$ cat src/rtl/transformer_pkg.sv
// Shared Q16.16 constants, state encoding and MS-chunk-first tile layout helpers
// for the transformer front-end blocks.
package transformer_pkg;

   localparam logic [31:0] ONE_Q           = 32'h0001_0000;
   localparam logic [31:0] LN2_Q           = 32'h0000_B172;
   localparam logic [31:0] SCALE_Q_DEFAULT = 32'h0000_2000;

   typedef enum logic [1:0] {
      ST_IDLE = 2'd0,
      ST_FILL = 2'd1,
      ST_DONE = 2'd2
   } state_e;

   // LSB position of element idx in an n-element bus; element 0 sits in the MS chunk.
   function automatic int unsigned ms_lsb(input int unsigned idx, input int unsigned n,
                                          input int unsigned w);
      return (n - 1 - idx) * w;
   endfunction

endpackage

$ cat src/rtl/qmul_scale.sv
// One-lane signed fixed-point scale: y = (x * SCALE_Q) >>> FRAC_WIDTH.
// Define SCORE_SAT_EN to clamp overflowing results instead of wrapping.
module qmul_scale #(
   parameter int unsigned       WIDTH      = 32,
   parameter int unsigned       FRAC_WIDTH = 16,
   parameter logic [WIDTH-1:0]  SCALE_Q    = '0
) (
   input  logic [WIDTH-1:0] x,
   output logic [WIDTH-1:0] y_c
);

   localparam int unsigned PW = 2 * WIDTH;

   logic signed [PW-1:0] p_c;

   assign p_c = PW'($signed(x)) * PW'($signed(SCALE_Q));

`ifdef SCORE_SAT_EN
   logic signed [PW-1:0] sh_c;
   logic                 ovf_c;

   assign sh_c  = p_c >>> FRAC_WIDTH;
   // Result fits only if every bit above the WIDTH-bit sign position matches the sign.
   assign ovf_c = (sh_c[PW-1:WIDTH-1] != {(PW-WIDTH+1){sh_c[PW-1]}});

   always_comb begin
      y_c = sh_c[WIDTH-1:0];
      if (ovf_c) begin
         y_c = sh_c[PW-1] ? {1'b1, {(WIDTH-1){1'b0}}} : {1'b0, {(WIDTH-1){1'b1}}};
      end
   end
`else
   assign y_c = WIDTH'(p_c >>> FRAC_WIDTH);
`endif

endmodule

$ cat src/rtl/score_tile_packer.sv
// Scales an attention-score row and packs it into TILE_SIZE-element tiles for softmax_vec.
// Optional saturation of the scaled values is enabled with `SCORE_SAT_EN (see qmul_scale).
module score_tile_packer
   import transformer_pkg::*;
#(
   parameter int unsigned      WIDTH          = 32,
   parameter int unsigned      FRAC_WIDTH     = 16,
   parameter int unsigned      TOTAL_ELEMENTS = 1024,
   parameter int unsigned      TILE_SIZE      = 16,
   parameter int unsigned      IN_LANES       = 4,
   parameter logic [WIDTH-1:0] SCALE_Q        = WIDTH'(SCALE_Q_DEFAULT)
) (
   input  logic                          clk,
   input  logic                          rst_n,
   input  logic                          en,
   input  logic                          start,
   input  logic [IN_LANES*WIDTH-1:0]     x_in,
   input  logic                          x_in_valid,
   output logic                          x_in_ready,
   output logic [TILE_SIZE*WIDTH-1:0]    X_tile_out,
   output logic                          tile_out_valid,
   output logic                          tile_last,
   output logic                          busy,
   output logic                          done
);

   localparam int unsigned TILE_W = TILE_SIZE * WIDTH;
   localparam int unsigned SLOTS  = TILE_SIZE / IN_LANES;
   localparam int unsigned SLOT_W = (SLOTS > 1) ? $clog2(SLOTS) : 1;
   localparam int unsigned CNT_W  = $clog2(TOTAL_ELEMENTS + 1);

   state_e              state_q, state_d;
   logic [CNT_W-1:0]    elem_cnt_q, elem_cnt_d;
   logic [SLOT_W-1:0]   slot_cnt_q, slot_cnt_d;
   logic [TILE_W-1:0]   fill_q, fill_d;
   logic [TILE_W-1:0]   out_q, out_d;
   logic                valid_q, valid_d;
   logic                last_q, last_d;
   logic                done_q, done_d;

   logic [IN_LANES*WIDTH-1:0] scaled_c;
   logic [TILE_W-1:0]         merged_c;
   logic [CNT_W-1:0]          step_c;
   logic                      start_c, accept_c, last_beat_c, tile_done_c;

   for (genvar j = 0; j < IN_LANES; j++) begin : g_lane
      qmul_scale #(
         .WIDTH      (WIDTH),
         .FRAC_WIDTH (FRAC_WIDTH),
         .SCALE_Q    (SCALE_Q)
      ) u_qmul (
         .x   (x_in[ms_lsb(j, IN_LANES, WIDTH) +: WIDTH]),
         .y_c (scaled_c[ms_lsb(j, IN_LANES, WIDTH) +: WIDTH])
      );
   end

   // Beat handshake and tile-boundary decode.
   always_comb begin : ctrl
      start_c     = en && start && (state_q != ST_FILL);
      accept_c    = en && x_in_valid && (state_q == ST_FILL);
      last_beat_c = accept_c && ((32'(elem_cnt_q) + IN_LANES) >= TOTAL_ELEMENTS);
      tile_done_c = accept_c && ((slot_cnt_q == SLOT_W'(SLOTS - 1)) || last_beat_c);
      step_c      = last_beat_c ? CNT_W'(TOTAL_ELEMENTS - 32'(elem_cnt_q)) : CNT_W'(IN_LANES);
   end

   // Current beat merged into the fill register; lanes past the row end are zeroed.
   always_comb begin : merge
      merged_c = fill_q;
      for (int unsigned j = 0; j < IN_LANES; j++) begin
         if ((32'(elem_cnt_q) + j) < TOTAL_ELEMENTS) begin
            merged_c[ms_lsb(32'(slot_cnt_q) * IN_LANES + j, TILE_SIZE, WIDTH) +: WIDTH] =
               scaled_c[ms_lsb(j, IN_LANES, WIDTH) +: WIDTH];
         end else begin
            merged_c[ms_lsb(32'(slot_cnt_q) * IN_LANES + j, TILE_SIZE, WIDTH) +: WIDTH] = '0;
         end
      end
   end

   always_ff @(posedge clk or negedge rst_n) begin : state_reg
      if (!rst_n) state_q <= ST_IDLE;
      else        state_q <= state_d;
   end

   always_comb begin : next_state
      state_d = state_q;
      case (state_q)
         ST_IDLE: if (start_c)     state_d = ST_FILL;
         ST_FILL: if (last_beat_c) state_d = ST_DONE;
         ST_DONE: if (start_c)     state_d = ST_FILL;
         default:                  state_d = ST_IDLE;
      endcase
   end

   // Counters, double buffer and status; everything holds while en is low.
   always_comb begin : datapath
      elem_cnt_d = elem_cnt_q;
      slot_cnt_d = slot_cnt_q;
      fill_d     = fill_q;
      out_d      = out_q;
      valid_d    = valid_q;
      last_d     = last_q;
      done_d     = done_q;
      if (en) begin
         valid_d = tile_done_c;
         last_d  = tile_done_c && last_beat_c;
         if (start_c) begin
            elem_cnt_d = '0;
            slot_cnt_d = '0;
            fill_d     = '0;
            done_d     = 1'b0;
         end
         if (accept_c) begin
            elem_cnt_d = elem_cnt_q + step_c;
            if (tile_done_c) begin
               out_d      = merged_c;
               fill_d     = '0;
               slot_cnt_d = '0;
            end else begin
               fill_d     = merged_c;
               slot_cnt_d = slot_cnt_q + SLOT_W'(1);
            end
            if (last_beat_c) done_d = 1'b1;
         end
      end
   end

   always_ff @(posedge clk or negedge rst_n) begin : data_reg
      if (!rst_n) begin
         elem_cnt_q <= '0;
         slot_cnt_q <= '0;
         fill_q     <= '0;
         out_q      <= '0;
         valid_q    <= 1'b0;
         last_q     <= 1'b0;
         done_q     <= 1'b0;
      end else begin
         elem_cnt_q <= elem_cnt_d;
         slot_cnt_q <= slot_cnt_d;
         fill_q     <= fill_d;
         out_q      <= out_d;
         valid_q    <= valid_d;
         last_q     <= last_d;
         done_q     <= done_d;
      end
   end

   // A tile pulse raised just before en drops stays hidden until en returns.
   assign tile_out_valid = valid_q && en;
   assign tile_last      = last_q && en;
   assign x_in_ready     = en && (state_q == ST_FILL);
   assign busy           = (state_q == ST_FILL);
   assign done           = done_q;
   assign X_tile_out     = out_q;

endmodule

$ cat config.mk
export PLATFORM = sky130hd
export DESIGN_NAME = score_tile_packer
export DESIGN_NICKNAME = d
export VERILOG_FILES = /design/src/rtl/transformer_pkg.sv /design/src/rtl/qmul_scale.sv /design/src/rtl/score_tile_packer.sv
export SDC_FILE = /design/constraint.sdc
export NUM_CORES = 2
export LEC_CHECK = 0
export ABC_AREA = 1
export BUFFER_PORTS_ARGS = -buffer_cell sky130_fd_sc_hd__buf_2
export CAP_MARGIN = 20
export CELL_PAD_IN_SITES_DETAIL_PLACEMENT = 0
export CELL_PAD_IN_SITES_GLOBAL_PLACEMENT = 2
export CORE_MARGIN = 2
export CORE_UTILIZATION = 32
export DETAILED_ROUTE_END_ITERATION = 8
export GPL_ROUTABILITY_DRIVEN = 1
export PLACE_DENSITY = 0.78
export SKIP_LAST_GASP = 1
export SYNTH_ARGS = -nofsm -noshare
export SYNTH_HDL_FRONTEND = slang
export SYNTH_HIERARCHICAL = 1
export SYNTH_SLANG_ARGS = --single-unit
export TNS_END_PERCENT = 20
$ cat constraint.sdc
create_clock -name clk -period 2.5 [get_ports clk]
set_input_delay 0.25 -clock clk [delete_from_list [all_inputs] [get_ports clk]]
set_output_delay 0.25 -clock clk [all_outputs]
set_load 0.05 [all_outputs]
==> results.md <==
* Setup slack at placement at 0.100 ns
* Starting utilization of the core area at 0.323
* Maximum clock frequency at 422 MHz
* Syn_nets at 5587
* Number of synthesized register bits at 1042
* Total clock sinks at 1042
* Number of flops mapped to enable cells by yosys at 0
* Leading cell types by count after synthesis: 2076 x sky130_fd_sc_hd__nand2_1, 1042 x sky130_fd_sc_hd__dfrtp_1, 431 x sky130_fd_sc_hd__o21ai_0
* Power per Cell Area at 1220 nW/µm²
* Vias per cell at 5.05
* Via count at 40500
* Routed Antenna Nets at 0
* Setup slack, reg-to-reg at 0.13 ns
* Worst Slack Setup Final at 0.133 ns
* Static leakage at 29.4 nW
* Synth top area cells: sky130_fd_sc_hd__dfrtp_1 55%, sky130_fd_sc_hd__nand2_1 17%, sky130_fd_sc_hd__o21ai_0 4.6%, sky130_fd_sc_hd__a22o_1 4.1%, sky130_fd_sc_hd__buf_4 2.4%
* Routability Congestion at 0.859
* Die extent in x at 388 µm
* Number of iterations in the first detailed-routing pass at 5
* Maximum clock path buffer count at 3
* Relative slew margins at 0.430
* Cell area after layout at 58300 µm²
* Insertion delay to the later sink of the worst-skew pair at 0.76 ns
* Sort of element at the end of the critical path: flip-flop
* Commonest register cell after synthesis: sky130_fd_sc_hd__dfrtp_1
* CTS H-tree lvls at 3
* Worst Tran Pin Value at 0.855 ns
* HPWL reported at the end of detailed placement at 113000 µm
* Mean instance size in the synthesized netlist at 8.67 µm²
* Start-to-end type of the worst setup path: reg2reg
* Async set-reset flop share out of synthesis at 1.00
* Post-layout nets at 6143
* Maximum fanout along the worst path at 32
* Register area share after synthesis at 0.553
* Worst EP required at 3.08 ns
* Destination of the worst register-to-register timing path: fill_q[374]
* Worst supply voltage drop on vdd at 0.741 mV
* Site Rows at 140
* Synthesized instance count at 5442
* Chip Height at 388 µm
* Antenna violations before repair at 8
* Setup violators final at 0
* Unrepaired setup endpoints after global routing: yes
* Pin count of the biggest net entering global routing at 105
* XOR/XNOR share of the synthesized area at 0.000371
* Residual overflow from global routing at 0
* Clock-pin slew reported for the worst setup and hold paths after clock tree synthesis at 0.06 ns
* Proportion of synthesized area in mux cells at 0
* Adder-cell area share of the yosys netlist at 0.00318
* Setup skew after layout at 0.0301 ns
* Yosys Warn Count at 6
* Post-synth top area share at 0.553
* Minimum clock period at 2.37 ns
* Status: completed
* Most instantiated library cell after synthesis: sky130_fd_sc_hd__nand2_1
* Number of library cell types mapped by synthesis at 38
* Final cycle utilization of the critical path at 0.947
* Compound-gate portion of the synthesized area at 0.171
* Wire length per cell after detailed routing at 21.4 µm
* Die area at 150000 µm²
* Remaining routing DRC violations at 0
* Placeable core region at 146000 µm²
* Synth Cell Area at 47200 µm²
* Worst hold path class: in2async
* Vias in the first global route at 40300
* Port bufs at 637
* Final Slew Violations at 0
* Arrival time reported for the critical path endpoint at 2.95 ns
* Aggregate routed wire length at 172000 µm
* IO Pins at 650
* Clock tree from TritonCTS: built
* Clock Tree Root: sky130_fd_sc_hd__clkbuf_16
* Max-cap viol count at 0
* DRC violation total after the first TritonRoute iteration at 3014
* Top cell type by total area after synthesis: sky130_fd_sc_hd__dfrtp_1
* Utilization after layout at 0.399
* Placement-stage cell area at 52800 µm²
* R2R Path Start: elem_cnt_q[0]
* Number of cells on the worst reg-to-reg path at 10
* Main combinational cell family by area after synthesis: simple AND/OR/NAND/NOR gates
* Layout-stage area growth over the synthesis result at 23.5%
* Wire length of the first global-routing pass at 262000 µm
* Final Hold Violating Endpoints at 0
* Crit path launch type: flip-flop
* Fraction of layout instances using a drive strength above 1 at 0.187
* Simple logic cell fraction of the synthesized area at 0.193
* Total routing resource utilization after global routing at 0.225
* TritonCTS buffer count at 116
==> per-stage QoR <==
stage	total power [mW]	instances	TNS, ns	hold slack, ns
global route	74.9	8017	-0.180	0.0502
detailed placement	52.4	7675	0	0.234
finish	71.0	8018	0	0.0663
floorplan	42.1	5442	-0.0385	-0.0456
CTS	71.5	8010	0	0.00108
global placement	52.1	7675	0	0.237
==> layout make-up <==
| cell class | count | area, µm² |
|---|---|---|
| Timing Repair Buffer | 971 | 7170 |
| Clock inverter | 55 | 774 |
| Clock buffer | 162 | 3380 |
| Multi-Input combinational cell | 3615 | 17500 |
| Inverter | 252 | 980 |
| Sequential cell | 1042 | 26100 |
| Antenna cell | 4 | 10.0 |
| Tap cell | 1917 | 2400 |
| Fill cell | 14900 | 87700 |
==> sequential cells by signal, summed over array words and instances, names as in the netlist <==
register / flops
valid_q: 1
slot_cnt_q: 2
last_q: 1
elem_cnt_q: 11
done: 1
fill_q: 512
X_tile_out: 512
state_q: 2
==> routing by layer <==
| layer | part of all wire | track usage | up-vias |
|---|---|---|---|
| met5 | 0.00013 | 0 | - |
| met4 | 0.031 | 0.0759 | 6 |
| met3 | 0.059 | 0.0367 | 230 |
| met2 | 0.44 | 0.337 | 1213 |
| met1 | 0.47 | 0.328 | 20100 |
| li1 | - | - | 18900 |
==> cells by family after synthesis <==
family	Yosys count
buffers and inverters	785
flip-flops	1042
AO/OA/AOI/OAI	1227
XOR/XNOR	2
AND/OR/NAND/NOR	2374
adder cells (fa/ha/maj)	12
==> how the worst max path moves through the flow <==
stage / from / end / slack (ns)
4_1_cts: slot_cnt_q[1] / X_tile_out[511] / 0.07
3_5_place_dp: elem_cnt_q[3] / elem_cnt_q[6] / 0.10
6_report: elem_cnt_q[0] / fill_q[374] / 0.13
2_1_floorplan: slot_cnt_q[0] / X_tile_out[284] / -0.01
3_3_place_gp: elem_cnt_q[3] / elem_cnt_q[8] / 0.08
5_1_grt: elem_cnt_q[4] / elem_cnt_q[9] / -0.05
==> cell usage in the layout, fill, tap and decap left out, types with 28 or more instances in the layout <==
master	n
sky130_fd_sc_hd__nand2_1	2074
sky130_fd_sc_hd__dfrtp_1	1039
sky130_fd_sc_hd__buf_2	636
sky130_fd_sc_hd__o21ai_0	431
sky130_fd_sc_hd__inv_1	236
sky130_fd_sc_hd__a22o_1	223
sky130_fd_sc_hd__nor2_1	205
sky130_fd_sc_hd__o21ai_1	191
sky130_fd_sc_hd__o22ai_1	136
sky130_fd_sc_hd__a22oi_1	128
sky130_fd_sc_hd__buf_4	122
sky130_fd_sc_hd__dlygate4sd3_1	118
sky130_fd_sc_hd__clkbuf_16	117
sky130_fd_sc_hd__buf_12	93
sky130_fd_sc_hd__nand3_1	59
sky130_fd_sc_hd__o31ai_1	33
sky130_fd_sc_hd__a32oi_1	32
sky130_fd_sc_hd__o41ai_2	32
sky130_fd_sc_hd__clkbuf_8	28
==> where the power goes <==
part           switching [mW]  leakage, nW  total (mW)  internal, mW
sequential               2.85         14.4        24.1          21.2
combinational            20.5         13.0        28.3          7.72
clock                    7.54         2.04        18.6          11.1
==> timing repair <==
action | in CTS | in global routing
setup endpoints to repair | 0 | 87
hold buffers | 118 | 0
setup buffers | 0 | 4
gates resized for setup | 0 | 14
hold endpoints to repair | 1143 | 0
==> worst max-delay path: stages (launching register included) <==
cell and delay (ns):
sky130_fd_sc_hd__dfrtp_1 0.42, sky130_fd_sc_hd__inv_2 0.11, sky130_fd_sc_hd__ha_2 0.21, sky130_fd_sc_hd__nand3_4 0.11, sky130_fd_sc_hd__nor3_4 0.22, sky130_fd_sc_hd__nand2_1 0.13, sky130_fd_sc_hd__a21oi_4 0.18, sky130_fd_sc_hd__buf_4 0.48
sky130_fd_sc_hd__o22ai_1 0.12, sky130_fd_sc_hd__inv_1 0.11, sky130_fd_sc_hd__o22ai_1 0.08
(Power assumes the default switching activity.)
